File: src/rtl/branch_resolve_unit.sv
// Branch resolve unit: latches comparator flags, evaluates conditional
// branches against them (with same-cycle compare bypass), issues a one-cycle
// PC load on a taken branch and then holds flush for FLUSH_CYCLES cycles.
module branch_resolve_unit #(
    parameter int ADDR_W       = 16,
    parameter int FLUSH_CYCLES = 2
) (
    input  logic              clk,
    input  logic              rst_n,
    input  logic              cmp_valid,
    input  logic [15:0]       cmp_result,
    input  logic              br_valid,
    input  logic [2:0]        br_cond,
    input  logic [ADDR_W-1:0] br_target,
    output logic              br_ready,
    output logic              flag_eq,
    output logic              flag_gt,
    output logic              flag_lt,
    output logic              flags_vld,
    output logic              pc_load,
    output logic [ADDR_W-1:0] pc_target,
    output logic              flush,
    output logic              cmp_err
);

    typedef enum logic {
        IDLE,
        FLUSH
    } state_t;

    typedef enum logic [2:0] {
        C_ALWAYS = 3'd0,
        C_EQ     = 3'd1,
        C_NE     = 3'd2,
        C_GT     = 3'd3,
        C_LT     = 3'd4,
        C_GE     = 3'd5,
        C_LE     = 3'd6,
        C_NEVER  = 3'd7
    } cond_t;

    // Counter is loaded with FLUSH_CYCLES-1 so flush spans exactly FLUSH_CYCLES cycles.
    localparam logic [3:0] FLUSH_INIT = 4'(FLUSH_CYCLES - 1);

    state_t     state;
    logic [3:0] flush_cnt;

    logic cmp_legal;
    logic new_eq, new_gt, new_lt;
    logic eff_eq, eff_gt, eff_lt, eff_vld;
    logic taken;

    // A branch is only offered to the pipeline while no flush is in progress.
    assign br_ready = (state == IDLE);

    // Decode the comparator word and choose bypassed or registered flags for evaluation.
    always_comb begin
        // NOTE: every signal gets a default before any branch so no latch can be inferred.
        new_eq    = (cmp_result == 16'h0000);
        new_gt    = (cmp_result == 16'h0001);
        new_lt    = (cmp_result == 16'hFFFF);
        cmp_legal = new_eq | new_gt | new_lt;
        eff_eq    = flag_eq;
        eff_gt    = flag_gt;
        eff_lt    = flag_lt;
        eff_vld   = flags_vld;
        if (cmp_valid && cmp_legal) begin
            eff_eq  = new_eq;
            eff_gt  = new_gt;
            eff_lt  = new_lt;
            eff_vld = 1'b1;
        end
    end

    // Condition evaluation; flag-based conditions are false until a compare has landed.
    always_comb begin
        taken = 1'b0;
        case (cond_t'(br_cond))
            C_ALWAYS: taken = 1'b1;
            C_EQ:     taken = eff_vld & eff_eq;
            C_NE:     taken = eff_vld & ~eff_eq;
            C_GT:     taken = eff_vld & eff_gt;
            C_LT:     taken = eff_vld & eff_lt;
            C_GE:     taken = eff_vld & (eff_gt | eff_eq);
            C_LE:     taken = eff_vld & (eff_lt | eff_eq);
            C_NEVER:  taken = 1'b0;
        endcase
    end

    // Control FSM with registered flags, PC load, flush and error pulse.
    always_ff @(posedge clk) begin
        // NOTE: non-blocking assignments so every register samples pre-edge values.
        if (!rst_n) begin
            state     <= IDLE;
            flush_cnt <= 4'd0;
            flag_eq   <= 1'b0;
            flag_gt   <= 1'b0;
            flag_lt   <= 1'b0;
            flags_vld <= 1'b0;
            pc_load   <= 1'b0;
            pc_target <= '0;
            flush     <= 1'b0;
            cmp_err   <= 1'b0;
        end else begin
            pc_load <= 1'b0;
            cmp_err <= 1'b0;
            case (state)
                IDLE: begin
                    if (cmp_valid) begin
                        if (cmp_legal) begin
                            flag_eq   <= new_eq;
                            flag_gt   <= new_gt;
                            flag_lt   <= new_lt;
                            flags_vld <= 1'b1;
                        end else begin
                            cmp_err <= 1'b1;
                        end
                    end
                    if (br_valid && taken) begin
                        pc_load   <= 1'b1;
                        pc_target <= br_target;
                        flush     <= 1'b1;
                        flush_cnt <= FLUSH_INIT;
                        state     <= FLUSH;
                    end
                end
                FLUSH: begin
                    // Compares and branches arriving here belong to squashed instructions.
                    if (flush_cnt == 4'd0) begin
                        flush <= 1'b0;
                        state <= IDLE;
                    end else begin
                        flush_cnt <= flush_cnt - 4'd1;
                    end
                end
            endcase
        end
    end

endmodule

File: config.mk
export PLATFORM = sky130hd
export DESIGN_NAME = branch_resolve_unit
export DESIGN_NICKNAME = d
export VERILOG_FILES = /design/src/rtl/branch_resolve_unit.sv
export SDC_FILE = /design/constraint.sdc
export NUM_CORES = 1
export LEC_CHECK = 0
export ABC_AREA = 0
export BUFFER_PORTS_ARGS = -buffer_cell sky130_fd_sc_hd__buf_2
export CORE_UTILIZATION = 45
export CTS_BUF_LIST = sky130_fd_sc_hd__clkbuf_8
export CTS_CLUSTER_SIZE = 24
export DETAILED_ROUTE_END_ITERATION = 10
export PLACE_DENSITY = 0.86
export SLEW_MARGIN = 30
export SYNTH_ARGS = -nofsm -noshare
export SYNTH_HDL_FRONTEND = slang
export SYNTH_SLANG_ARGS = --single-unit
File: constraint.sdc
create_clock -name clk -period 2.89 [get_ports clk]
set_clock_uncertainty 0.15 [all_clocks]
set_input_delay 0.289 -clock clk [delete_from_list [all_inputs] [get_ports clk]]
set_output_delay 0.289 -clock clk [all_outputs]
set_load 0.03 [all_outputs]
Word level (Yosys, flattened, before mapping). Index checks and enable logic that the tools add are counted.

Reductions and logical operators: 11. Bitwise logic cells: 14. Add/subtract/negate cells: 1. Muxes and demuxes: 15. Equal/unequal tests: 12.

Operator list (count): $eq 16x1->1 const B (1); $eq 16x16->1 const B (1); $logic_not 16->1 (1); $eq 3x3->1 const B (4); $mux 1 (9); $mux 4 (2); $pmux 1 s8 (1); $pmux 4 s2 (1); $and 1x1->1 (6); $eq 3x2->1 const B (2); $reduce_and 2->1 (3); $logic_not 4->1 (1); $ne 2x1->1 const B (2); $not 1->1 (4); $or 1x1->1 (4); $pmux 1 s2 (2); $sub 4x1->4 const B (1); $eq 3x1->1 const B (1); $logic_not 3->1 (1); $reduce_and 3->1 (1); $reduce_or 3->1 (1); $logic_and 1x1->1 (2); $ne 2x2->1 const B (1); $reduce_or 2->1 (1).

Bits of input ports: 39. Word-level logic and storage cells: 63. Output and inout port bits: 24. Flip-flop bits (word level): 28.

Logic depth before layout (Yosys ltp). Gate-level depths: netlist (run 1).

Word-level depth: 11. Mapped depth: 9. Depth with buffers taken out: 7.

Worst setup path before layout (run 1). Ideal clock, no wire load.

Path kind: in2reg. Start: input port cmp_result[4]. End: register pc_target[0]. Required time: 2668 ps. Arrival time: 2183 ps. Slack: 485 ps. Setup time: 72 ps. Stages: 9. Buffers on the path: 2. Cell sequence: nor4_1 -> and4_1 -> buf_6 -> o21a_1 -> nor2_1 -> or4b_4 -> a31oi_4 -> buf_8 -> mux2i_1.

Word-level cells in the longest chain between the ends: 10. Elaborated cells between the ends (all ways): 22. Classes of those cells: eq/ne: 2; mux: 5; bitwise: 11; reduce/logical: 4.

RTL lines: start, declared (line 11) `input logic [15:0] cmp_result,`; $eq 16x1->1 / $logic_not 16->1 (equally long branches) (line 60, 59); $or 1x1->1 (2 in series) (line 62) `cmp_legal = new_eq | new_gt | new_lt;`; $logic_and 1x1->1 (line 67) `if (cmp_valid && cmp_legal) begin`; $mux 1 (line 67); $or 1x1->1, or another cell as far along (line 85) `C_LE: taken = eff_vld & (eff_lt | eff_eq);`; $and 1x1->1, on equally long branches (line 85, 81, 84); $pmux 1 s8 (*) (line 78) `case (cond_t'(br_cond))`; $logic_and 1x1->1 (*) (line 119) `if (br_valid && taken) begin`; $reduce_and 2->1 (no source line) (*); end signal, assigned (line 121) `pc_target <= br_target;`; end, declared (line 21) `output logic [ADDR_W-1:0] pc_target,`.

Mark *: on every way between the ends. The rest lies on a longest branch, timed or not. A chain may end at the register's enable or synchronous reset.

Worst setup path in the final report (run 1).
Start: input port cmp_result[4]. End: register pc_target[8].

The elaborated chain is that of the path after synthesis.

==> summary.md, run 1 <==
| Metric | Value |
|---|---|
| Status | `complete, no violations` |
| CTS buffer count | `3` |
| Synth Area in Compound Gates | `13.4%` |
| Cells after Synth | `about 180` |
| Worst hold slack | `between 0.1 and 0.15 ns` |
| Slew Limit Headroom | `71.8%` |
| CTS max path bufs | `2` |
| I/O Pins | `63` |
| Reg-to-reg endpoint | `pc_target[8]` |
| Syn Std Cell Area | `1480 sq um` |
| GRT Overall Usage | `20.1%` |
| Worst Tran Pin Value | `0.419 ns` |
| Top-area cell type share of the netlist area | `a little under two fifths` |
| Vias in the first global route | `1301` |
| CTS tree | `yes` |
| H-tree levels | `1` |
| Diode count | `0` |
| Register area | `561 sq um` |
| Final Cycle Share | `a little under nine tenths` |
| DIE AREA | `between 3000 and 4000 sq um` |
| Post-synthesis sequential area ratio | `37.8%` |
| Pwr Density | `403 nW/um^2` |
| Setup violations, final | `0` |
| CP delay by family, top | `simple AND/OR/NAND/NOR gates` |
| Max-cap violation count | `0` |
| Largest net degree at the start of global routing | `26` |
| Max Slew Vio Count | `0` |
| First-pass GRT wire length | `5330 um` |
| Core area | `between 3000 and 4000 sq um` |
| Critical Path Source Type | `input port` |
| Max IR drop VDD | `0.284 mV` |
| Die Ht | `59.4 um` |
| Setup Buffers After CTS | `0` |
| Post-DR vias/cell | `5.21` |
| Die Wd | `59.4 um` |
| CP Data Arrival Time | `2.53 ns` |
| Wire length per cell | `11.8 um` |
| Area Growth Syn to Fin | `28.3%` |
| Slowest cell on crit path | `or4b_4` |
| Clk root buf | `clkbuf_8` |
| Synthesized flop and latch total | `28` |
| Crit Path Max Fanout | `20` |
| Pre-Repair DR Iteration Count | `4` |
| Final Hold Viols | `0` |
| Worst endpoint required time | `2.94 ns` |
| Critical Path End | `pc_target[8]` |
| Post-synthesis xor/xnor area fraction | `0.591%` |
| Total wire length | `3300 um` |
| Dpl hpwl | `about 2500 um` |
| Post-synth EDFFs | `0` |
| Yosys cell types | `39` |
| Unrepaired setup endpoints after global routing | `no` |
| CTS Hold Bufs | `0` |
| Kind of critical path | `in -> reg` |
| # clock sinks | `28` |
| # port buffers | `62` |
| Cell chain of the critical path | `buf_2, nor4_1, nand4_1, nor3_2, a2111oi_0, or4b_4, a31oi_4, buf_12, mux2i_1` |
| Main combinational cell family by area after synthesis | `simple AND/OR/NAND/NOR gates` |
| Antenna violations before repair | `0` |
| Syn_area_per_cell | `8.42 sq um` |
| Design Area, Final | `1900 sq um` |
| Yosys warning total | `0` |
| Drt initial violations | `33` |
| Worst hold-check path type | `in -> reg` |
| Crit path from | `cmp_result[4]` |
| Via count | `approximately 1.5k` |
| Area post-placement | `1830 sq um` |
| Starting Density | `around 48%` |
| Final ANT Viol Nets | `0` |
| Asr flop ratio synth | `0%` |
| FILL cells | `275` |
| Clock latency on the worst-skew pair | `0.27 ns` |
| Hold wc startpoint | `br_target[5]` |
| WP buf/inv | `2` |
| Critical R2R Launch | `flag_eq` |
| Yosys top cell by area | `dfxtp_1` |
| Multi-input logic area | `823 sq um` |
| Share of layout cells above drive strength 1 | `31.6%` |
| GR Overflow Total | `0` |
| R2R cell count | `7` |
| CP max stage delay | `0.52 ns` |
| Synth top area cells | `dfxtp_1 (38%), mux2i_1 (11%), nand2_1 (10%), inv_1 (2.5%), nand2b_1 (2.1%)` |
| Worst-path clk slew | `around 0.090 ns` |
| DRC | `0` |
| # rows | `20` |
| Synth Area in Simple Gates | `28.4%` |
| Post-synthesis adder-cell area fraction | `~1.7%` |
| CTS resizes | `0` |
| Final #Nets | `279` |
| Leak | `0.833 nW` |
| Crit. path cell count | `9` |
| Endpoint class of the critical path | `register` |
| FF-to-FF setup slack | `about 0.73 ns` |
| Post-synthesis mux area share | `11.5%` |
| Gpl congestion | `0.924` |
| Main flop type after synthesis | `dfxtp_1` |
| Setup tns final | `0 ns` |
| FMAX | `404 MHz` |
| Syn Nets | `roughly 220` |
| Final min period | `2.47 ns` |
layout by cell type, fill, tap and decap left out, drive strengths merged, types with 3 or more instances in the layout:
cell    synthesis  final
clkbuf          6      3
nand2b          5      5
nand4           5      5
mux2i          17     17
nor3            6      6
dfxtp          28     28
o21ai           5      5
nor4            4      4
inv            10     10
nor2            8      8
o22ai           4      4
buf             3     66
a21oi           3      3
nand2          40     40
nand3           5      5
cell usage after synthesis (3+ instances only):
library cell,number
nand2_1,40
dfxtp_1,28
mux2i_1,17
inv_1,10
nor2_1,8
clkbuf_1,6
nand2b_1,5
nand3_1,5
nand4_1,5
nor3_1,5
o21ai_0,5
o22ai_1,4
a21oi_1,3
nor4_1,3
area by class of cell:
type                       instances  share of cell area [%]
clock buffer                       3                    2.17
clock inverter                     1                    1.58
inverter                          10                    1.97
multi-input combinational        129                    43.3
sequential                        28                    29.5
tap                               44                    2.90
timing repair buffer              66                    18.6
state kept, by name, indices dropped and copies added (netlist names):
register   count
flags_vld      1
cmp_err        1
flush          1
flag_eq        1
state          1
pc_load        1
flush_cnt      4
flag_lt        1
flag_gt        1
pc_target     16
metal layers:
metal / GRT usage [%] / part of all wire (%)
met1: 23.7 / 43
met2: 32.6 / 48
met3: 5.90 / 5.8
met4: 11.2 / 3.4
met5: 0 / 0
cell families (layout without fill, tap and decap cells):
kind of cell,count (synthesis),after routing
compound gates,26,26
xor+xnor,1,1
fa+ha+maj,2,2
buf+inv,19,80
flops,28,28
mux,17,17
simple gates,83,83
metrics by stage:
stage	worst slack (ns)	std cells	total power, mW	utilization [%]
5_1_grt	0.201	281	0.798	61.7
3_3_place_gp	0.257	277	0.470	59.4
3_5_place_dp	0.141	277	0.472	59.4
4_1_cts	0.442	281	0.772	61.7
2_1_floorplan	0.485	176	0.434	-
6_report	0.416	281	0.766	61.7
where the power goes:
| group | total (mW) | switching (mW) | internal [mW] |
|---|---|---|---|
| clock network | 0.302 | 0.117 | 0.185 |
| logic | 0.0748 | 0.0429 | 0.0319 |
| registers | 0.389 | 0.000980 | 0.388 |
| total | 0.766 | 0.161 | 0.605 |
tightest hold or removal path, delay by kind of cell:
kind | cells | cell delay (ns)
and+or+nand+nor | 1 | 0.05
muxes | 1 | 0.05
buffers and inverters | 1 | 0.09
worst min path at each step:
stage	end	slack (ns)	depth (start not counted)
3_3_place_gp	pc_target[2]	0.29	2
5_1_grt	pc_target[0]	0.10	3
6_report	pc_target[5]	0.10	3
2_1_floorplan	pc_target[6]	0.28	2
4_1_cts	pc_target[5]	0.09	3
3_5_place_dp	pc_target[5]	0.30	2
(Power assumes the default switching activity.)
==> run 2: changes to the inputs <==
--- a/config.mk
+++ b/config.mk
@@ -11,7 +11,7 @@
 export CTS_BUF_LIST = sky130_fd_sc_hd__clkbuf_8
 export CTS_CLUSTER_SIZE = 24
 export DETAILED_ROUTE_END_ITERATION = 10
-export PLACE_DENSITY = 0.86
+export PLACE_DENSITY_LB_ADDON = 0.15
 export SLEW_MARGIN = 30
 export SYNTH_ARGS = -nofsm -noshare
 export SYNTH_HDL_FRONTEND = slang
==> summary.md, run 2 (synthesized netlist as in run 1, its figures left out) <==
| Metric | Value |
|---|---|
| Endpoint class of the critical path | `register` |
| Via count | `approximately 1.4k` |
| DRC | `0` |
| Worst-path clk slew | `0.09 ns` |
| Critical Path Source Type | `input port` |
| Dpl hpwl | `2390 um` |
| Clk root buf | `clkbuf_8` |
| Diode count | `0` |
| FMAX | `383 MHz` |
| Slew Limit Headroom | `62.3%` |
| Worst hold-check path type | `in -> reg` |
| Max-cap violation count | `0` |
| Share of layout cells above drive strength 1 | `32.2%` |
| Worst Tran Pin Value | `~0.55 ns` |
| Most frequent cells in the layout | `buf_2 (62), nand2_1 (40), dfxtp_1 (28)` |
| WL met2 | `1430 um` |
| Starting Density | `48.1%` |
| Top Layer Used | `met4` |
| Setup violations, final | `0` |
| CTS buffer count | `3` |
| FF-to-FF setup slack | `0.57 ns` |
| CP delay by family, top | `simple AND/OR/NAND/NOR gates` |
| Hold wc startpoint | `br_target[2]` |
| Leak | `around 0.84 nW` |
| Largest net degree at the start of global routing | `26` |
| CTS Hold Bufs | `0` |
| Cell depth of the worst min-delay path | `3` |
| Routed wl met3 | `166 um` |
| # rows | `20` |
| Pre-Repair DR Iteration Count | `4` |
| Unrepaired setup endpoints after global routing | `no` |
| CTS resizes | `0` |
| Reg-to-reg endpoint | `pc_target[7]` |
| Largest Register | `pc_target` |
| Biggest regs | `pc_target (16), flush_cnt (4)` |
| # clock sinks | `28` |
| CTS max path bufs | `2` |
| Cell chain of the critical path | `buf_2, nor4_1, nand4_1, nor3_2, a2111oi_0, or4b_4, a31oi_4, buf_4, mux2i_1` |
| Slowest cell on crit path | `or4b_4` |
| Internal power | `approximately 0.61 mW` |
| CP Data Arrival Time | `2.67 ns` |
| FILL cells | `294` |
| CTS tree | `yes` |
| M1 wire length | `~1500 um` |
| R2R cell count | `7` |
| Pwr Density | `403 nW/um^2` |
| Critical R2R Launch | `flag_gt` |
| First-pass GRT wire length | `around 5200 um` |
| Clock latency on the worst-skew pair | `0.28 ns` |
| Max IR drop VDD | `0.222 mV` |
| H-tree levels | `1` |
| Final Hold Viols | `0` |
| Pre-CTS WS | `~0.015 ns` |
| Drt initial violations | `57` |
| GR Overflow Total | `0` |
| Final ANT Viol Nets | `0` |
| Final #Nets | `281` |
| Commonest non-fill, non-tap cell in the layout | `buf_2` |
| Worst endpoint required time | `2.95 ns` |
| Vias in the first global route | `1256` |
| WP buf/inv | `2` |
| CP max stage delay | `roughly 0.53 ns` |
| Sequential power share | `50.7%` |
| DIE AREA | `3530 sq um` |
| Area Growth Syn to Fin | `28.5%` |
| Final min period | `~2.6 ns` |
| Setup tns final | `0 ns` |
| Total wire length | `3110 um` |
| Status | `complete, no violations` |
| Clk network pwr share | `39.7%` |
| Max reg flops | `16` |
| Max Slew Vio Count | `0` |
| Crit Path Max Fanout | `9` |
| PnR worst setup slack | `approximately 0.28 ns` |
| Core area | `3080 sq um` |
| Kind of critical path | `in -> reg` |
| WHS Endpoint | `pc_target[2]` |
| Final Cycle Share | `90.3%` |
| Post-DR vias/cell | `around 5.0` |
| GRT Overall Usage | `19.6%` |
| Switching component of the power | `0.162 mW` |
| Die Ht | `59.4 um` |
| Sw frac | `21.1%` |
| # port buffers | `62` |
| Die Wd | `59.4 um` |
| Comb pwr share | `a little under a tenth` |
| Wire length per cell | `about 11 um` |
| Setup Buffers After CTS | `0` |
| Antenna violations before repair | `0` |
| Gpl congestion | `between 0.8 and 0.9` |
| I/O Pins | `63` |
## run 2: cell count changes in the layout (fill, tap and decap cells not counted), sizes merged
cell and change:
buf +2
## run 2: worst register-to-register path, delay by kind of cell, from the launching register on
kind,cells,cell delay [ns]
DFF,1,0.38
and+or+nand+nor,2,0.70
buffers and inverters,1,0.23
muxes,1,0.18
AOI/OAI and AO/OA,3,0.61
## run 2: power by group through the flow
| stage | clock (mW) | combinational (mW) | sequential, mW |
|---|---|---|---|
| finish | 0.305 | 0.0738 | 0.389 |
| global route | 0.326 | 0.0834 | 0.389 |
| CTS | 0.311 | 0.0743 | 0.389 |
| detailed placement | 0 | 0.0739 | 0.398 |
| global placement | 0 | 0.0735 | 0.398 |
| floorplan | 0 | 0.0323 | 0.402 |
## run 2: worst max-delay path by stage
stage	start	to	slack, ns	depth (start not counted)
floorplan	cmp_result[4]	pc_target[0]	0.49	9
global placement	cmp_result[8]	pc_target[5]	0.05	9
detailed placement	cmp_result[1]	pc_target[6]	0.02	9
CTS	cmp_result[8]	pc_target[7]	0.28	9
global route	cmp_result[8]	pc_target[5]	0.002	9
finish	cmp_result[8]	pc_target[7]	0.28	9
## run 2: per-layer routing
metal  up-vias  GRT usage, %
met1       635          26.2
li1        748             -
met4         0          5.10
met3         2          6.55
met2        37          30.3
met5         -             0
## run 2: cell type report
type / instances / area (sq um) / area share, %
Multi-Input combinational cell: 129 / 823 / 43.3
Sequential cell: 28 / 561 / 29.5
Timing Repair Buffer: 68 / 355 / 18.7
Tap cell: 44 / 55.1 / 2.89
Clock buffer: 3 / 41.3 / 2.17
Inverter: 10 / 37.5 / 1.97
Clock inverter: 1 / 30.0 / 1.58
## run 2: metrics by stage
| stage | total power, mW | area [sq um] | std cells | hold WS [ns] | util, % |
|---|---|---|---|---|---|
| global route | 0.799 | 1900 | 283 | 0.0947 | 61.8 |
| finish | 0.767 | 1900 | 283 | 0.0949 | 61.8 |
| global placement | 0.471 | 1830 | 279 | 0.289 | 59.5 |
| detailed placement | 0.472 | 1830 | 279 | 0.296 | 59.5 |
| CTS | 0.774 | 1900 | 283 | 0.0937 | 61.8 |
| floorplan | 0.434 | 1480 | 176 | 0.281 | - |
==> run 3: changes to the inputs <==
--- a/config.mk
+++ b/config.mk
@@ -11,6 +11,7 @@
 export CTS_BUF_LIST = sky130_fd_sc_hd__clkbuf_8
 export CTS_CLUSTER_SIZE = 24
 export DETAILED_ROUTE_END_ITERATION = 10
+export MAX_ROUTING_LAYER = met4
 export PLACE_DENSITY_LB_ADDON = 0.15
 export SLEW_MARGIN = 30
 export SYNTH_ARGS = -nofsm -noshare
==> summary.md, run 3 (synthesized netlist as in run 1, its figures left out) <==
| Metric | Value |
|---|---|
| Status | `complete, no violations` |
| Worst-path clk slew | `0.09 ns` |
| Area post-placement | `1830 sq um` |
| Worst hold-check path type | `in -> reg` |
| Design Area, Final | `1900 sq um` |
| I/O Pins | `63` |
| Worst endpoint required time | `between 2 and 3 ns` |
| Vias in the first global route | `1256` |
| Share of layout cells above drive strength 1 | `32.2%` |
| H-tree levels | `1` |
| Biggest regs | `pc_target (16), flush_cnt (4)` |
| Max reg flops | `16` |
| Comb pwr share | `9.6%` |
| Worst Tran Pin Value | `about 0.55 ns` |
| CTS Hold Bufs | `0` |
| FMAX | `383 MHz` |
| CTS max path bufs | `2` |
| Unrepaired setup endpoints after global routing | `no` |
| Final min period | `2.61 ns` |
| DRC | `0` |
| GR Overflow Total | `0` |
| Starting Density | `48.1%` |
| Setup violations, final | `0` |
| Leak | `around 0.84 nW` |
| Area Growth Syn to Fin | `28.5%` |
| # port buffers | `62` |
| Commonest non-fill, non-tap cell in the layout | `buf_2` |
| Wire length per cell | `11.0 um` |
| Cell depth of the worst min-delay path | `3` |
| Setup Buffers After CTS | `0` |
| Crit. path cell count | `9` |
| Placed Cells | `279` |
| Pre-Repair DR Iteration Count | `4` |
| Gpl congestion | `around 0.9` |
| GRT Overall Usage | `20.2%` |
| CP delay by family, top | `simple AND/OR/NAND/NOR gates` |
| Max IR drop VDD | `about 0.22 mV` |
| PnR worst setup slack | `0.281 ns` |
| Final Cycle Share | `between 90% and 100%` |
| Final #Nets | `about 280` |
| Die Wd | `59.4 um` |
| Drt initial violations | `57` |
| R2R cell count | `7` |
| Post-Layout Cell Count | `~280` |
| Crit Path Max Fanout | `9` |
| Pwr Density | `between 400 and 500 nW/um^2` |
| Setup tns final | `0 ns` |
| CTS tree | `yes` |
| Kind of critical path | `in -> reg` |
| CP Data Arrival Time | `2.67 ns` |
| Die Ht | `between 50 and 60 um` |
| Core area | `3080 sq um` |
| Final ANT Viol Nets | `0` |
| Cell chain of the critical path | `buf_2, nor4_1, nand4_1, nor3_2, a2111oi_0, or4b_4, a31oi_4, buf_4, mux2i_1` |
| Internal power | `a little over 0.6 mW` |
| Max Slew Vio Count | `0` |
| Via count | `1422` |
| Sequential power share | `a little over 50%` |
| WP buf/inv | `2` |
| Overall power | `0.767 mW` |
| Critical Path Source Type | `input port` |
| Post-DR vias/cell | `5.02` |
| Final Hold Viols | `0` |
| Worst hold slack | `0.0948 ns` |
| Endpoint class of the critical path | `register` |
| CTS resizes | `0` |
| Slew Limit Headroom | `62.3%` |
| Largest net degree at the start of global routing | `26` |
| Utilization after layout | `61.8%` |
| First-pass GRT wire length | `5240 um` |
| Clk network pwr share | `between 30% and 40%` |
| Clock latency on the worst-skew pair | `0.28 ns` |
| Largest Register | `pc_target` |
| Most frequent cells in the layout | `buf_2 (62), nand2_1 (40), dfxtp_1 (28)` |
| Clk root buf | `clkbuf_8` |
| CTS buffer count | `3` |
| # rows | `20` |
| Antenna violations before repair | `0` |
| Sw frac | `21.1%` |
| Diode count | `0` |
| CP max stage delay | `0.53 ns` |
| Switching component of the power | `around 0.16 mW` |
| Pre-CTS WS | `0.0151 ns` |
| Dpl hpwl | `2390 um` |
| DIE AREA | `3530 sq um` |
| Max-cap violation count | `0` |
| # clock sinks | `28` |
| Total wire length | `slightly above 3000 um` |
| Slowest cell on crit path | `or4b_4` |
-- run 3: worst paths after layout --
check	from	to	slack [ns]
setup / recovery	cmp_result[8]	pc_target[7]	0.28
hold / removal	br_target[2]	pc_target[2]	0.09
setup reg to reg	flag_gt	pc_target[7]	0.57
hold reg to reg	pc_target[1]	pc_target[1]	0.31
-- run 3: layer usage --
layer	routed length [um]	part of all wire (%)	up-vias	track usage, %
met5	0	0	-	-
met4	24	0.77	0	5.10
met3	168	5.4	2	6.55
met2	1430	46	37	30.3
met1	1490	48	635	26.2
li1	-	-	748	-
-- run 3: power by group through the flow --
stage	registers (mW)	clock network (mW)	logic [mW]
2_1_floorplan	0.402	0	0.0323
3_3_place_gp	0.398	0	0.0735
3_5_place_dp	0.398	0	0.0739
4_1_cts	0.389	0.311	0.0743
5_1_grt	0.389	0.326	0.0834
6_report	0.389	0.305	0.0738
-- run 3: layout make-up --
| type | count | area, sq um |
|---|---|---|
| Clock buffer | 3 | 41.3 |
| Clock inverter | 1 | 30.0 |
| Fill cell | 294 | 1170 |
| Inverter | 10 | 37.5 |
| Multi-Input combinational cell | 129 | 823 |
| Sequential cell | 28 | 561 |
| Tap cell | 44 | 55.1 |
| Timing Repair Buffer | 68 | 355 |
-- run 3: tightest hold or removal path, delay by kind of cell --
kind | cells | cell delay (ns)
multiplexers | 1 | 0.05
buffers and inverters | 1 | 0.10
AND/OR/NAND/NOR | 1 | 0.05
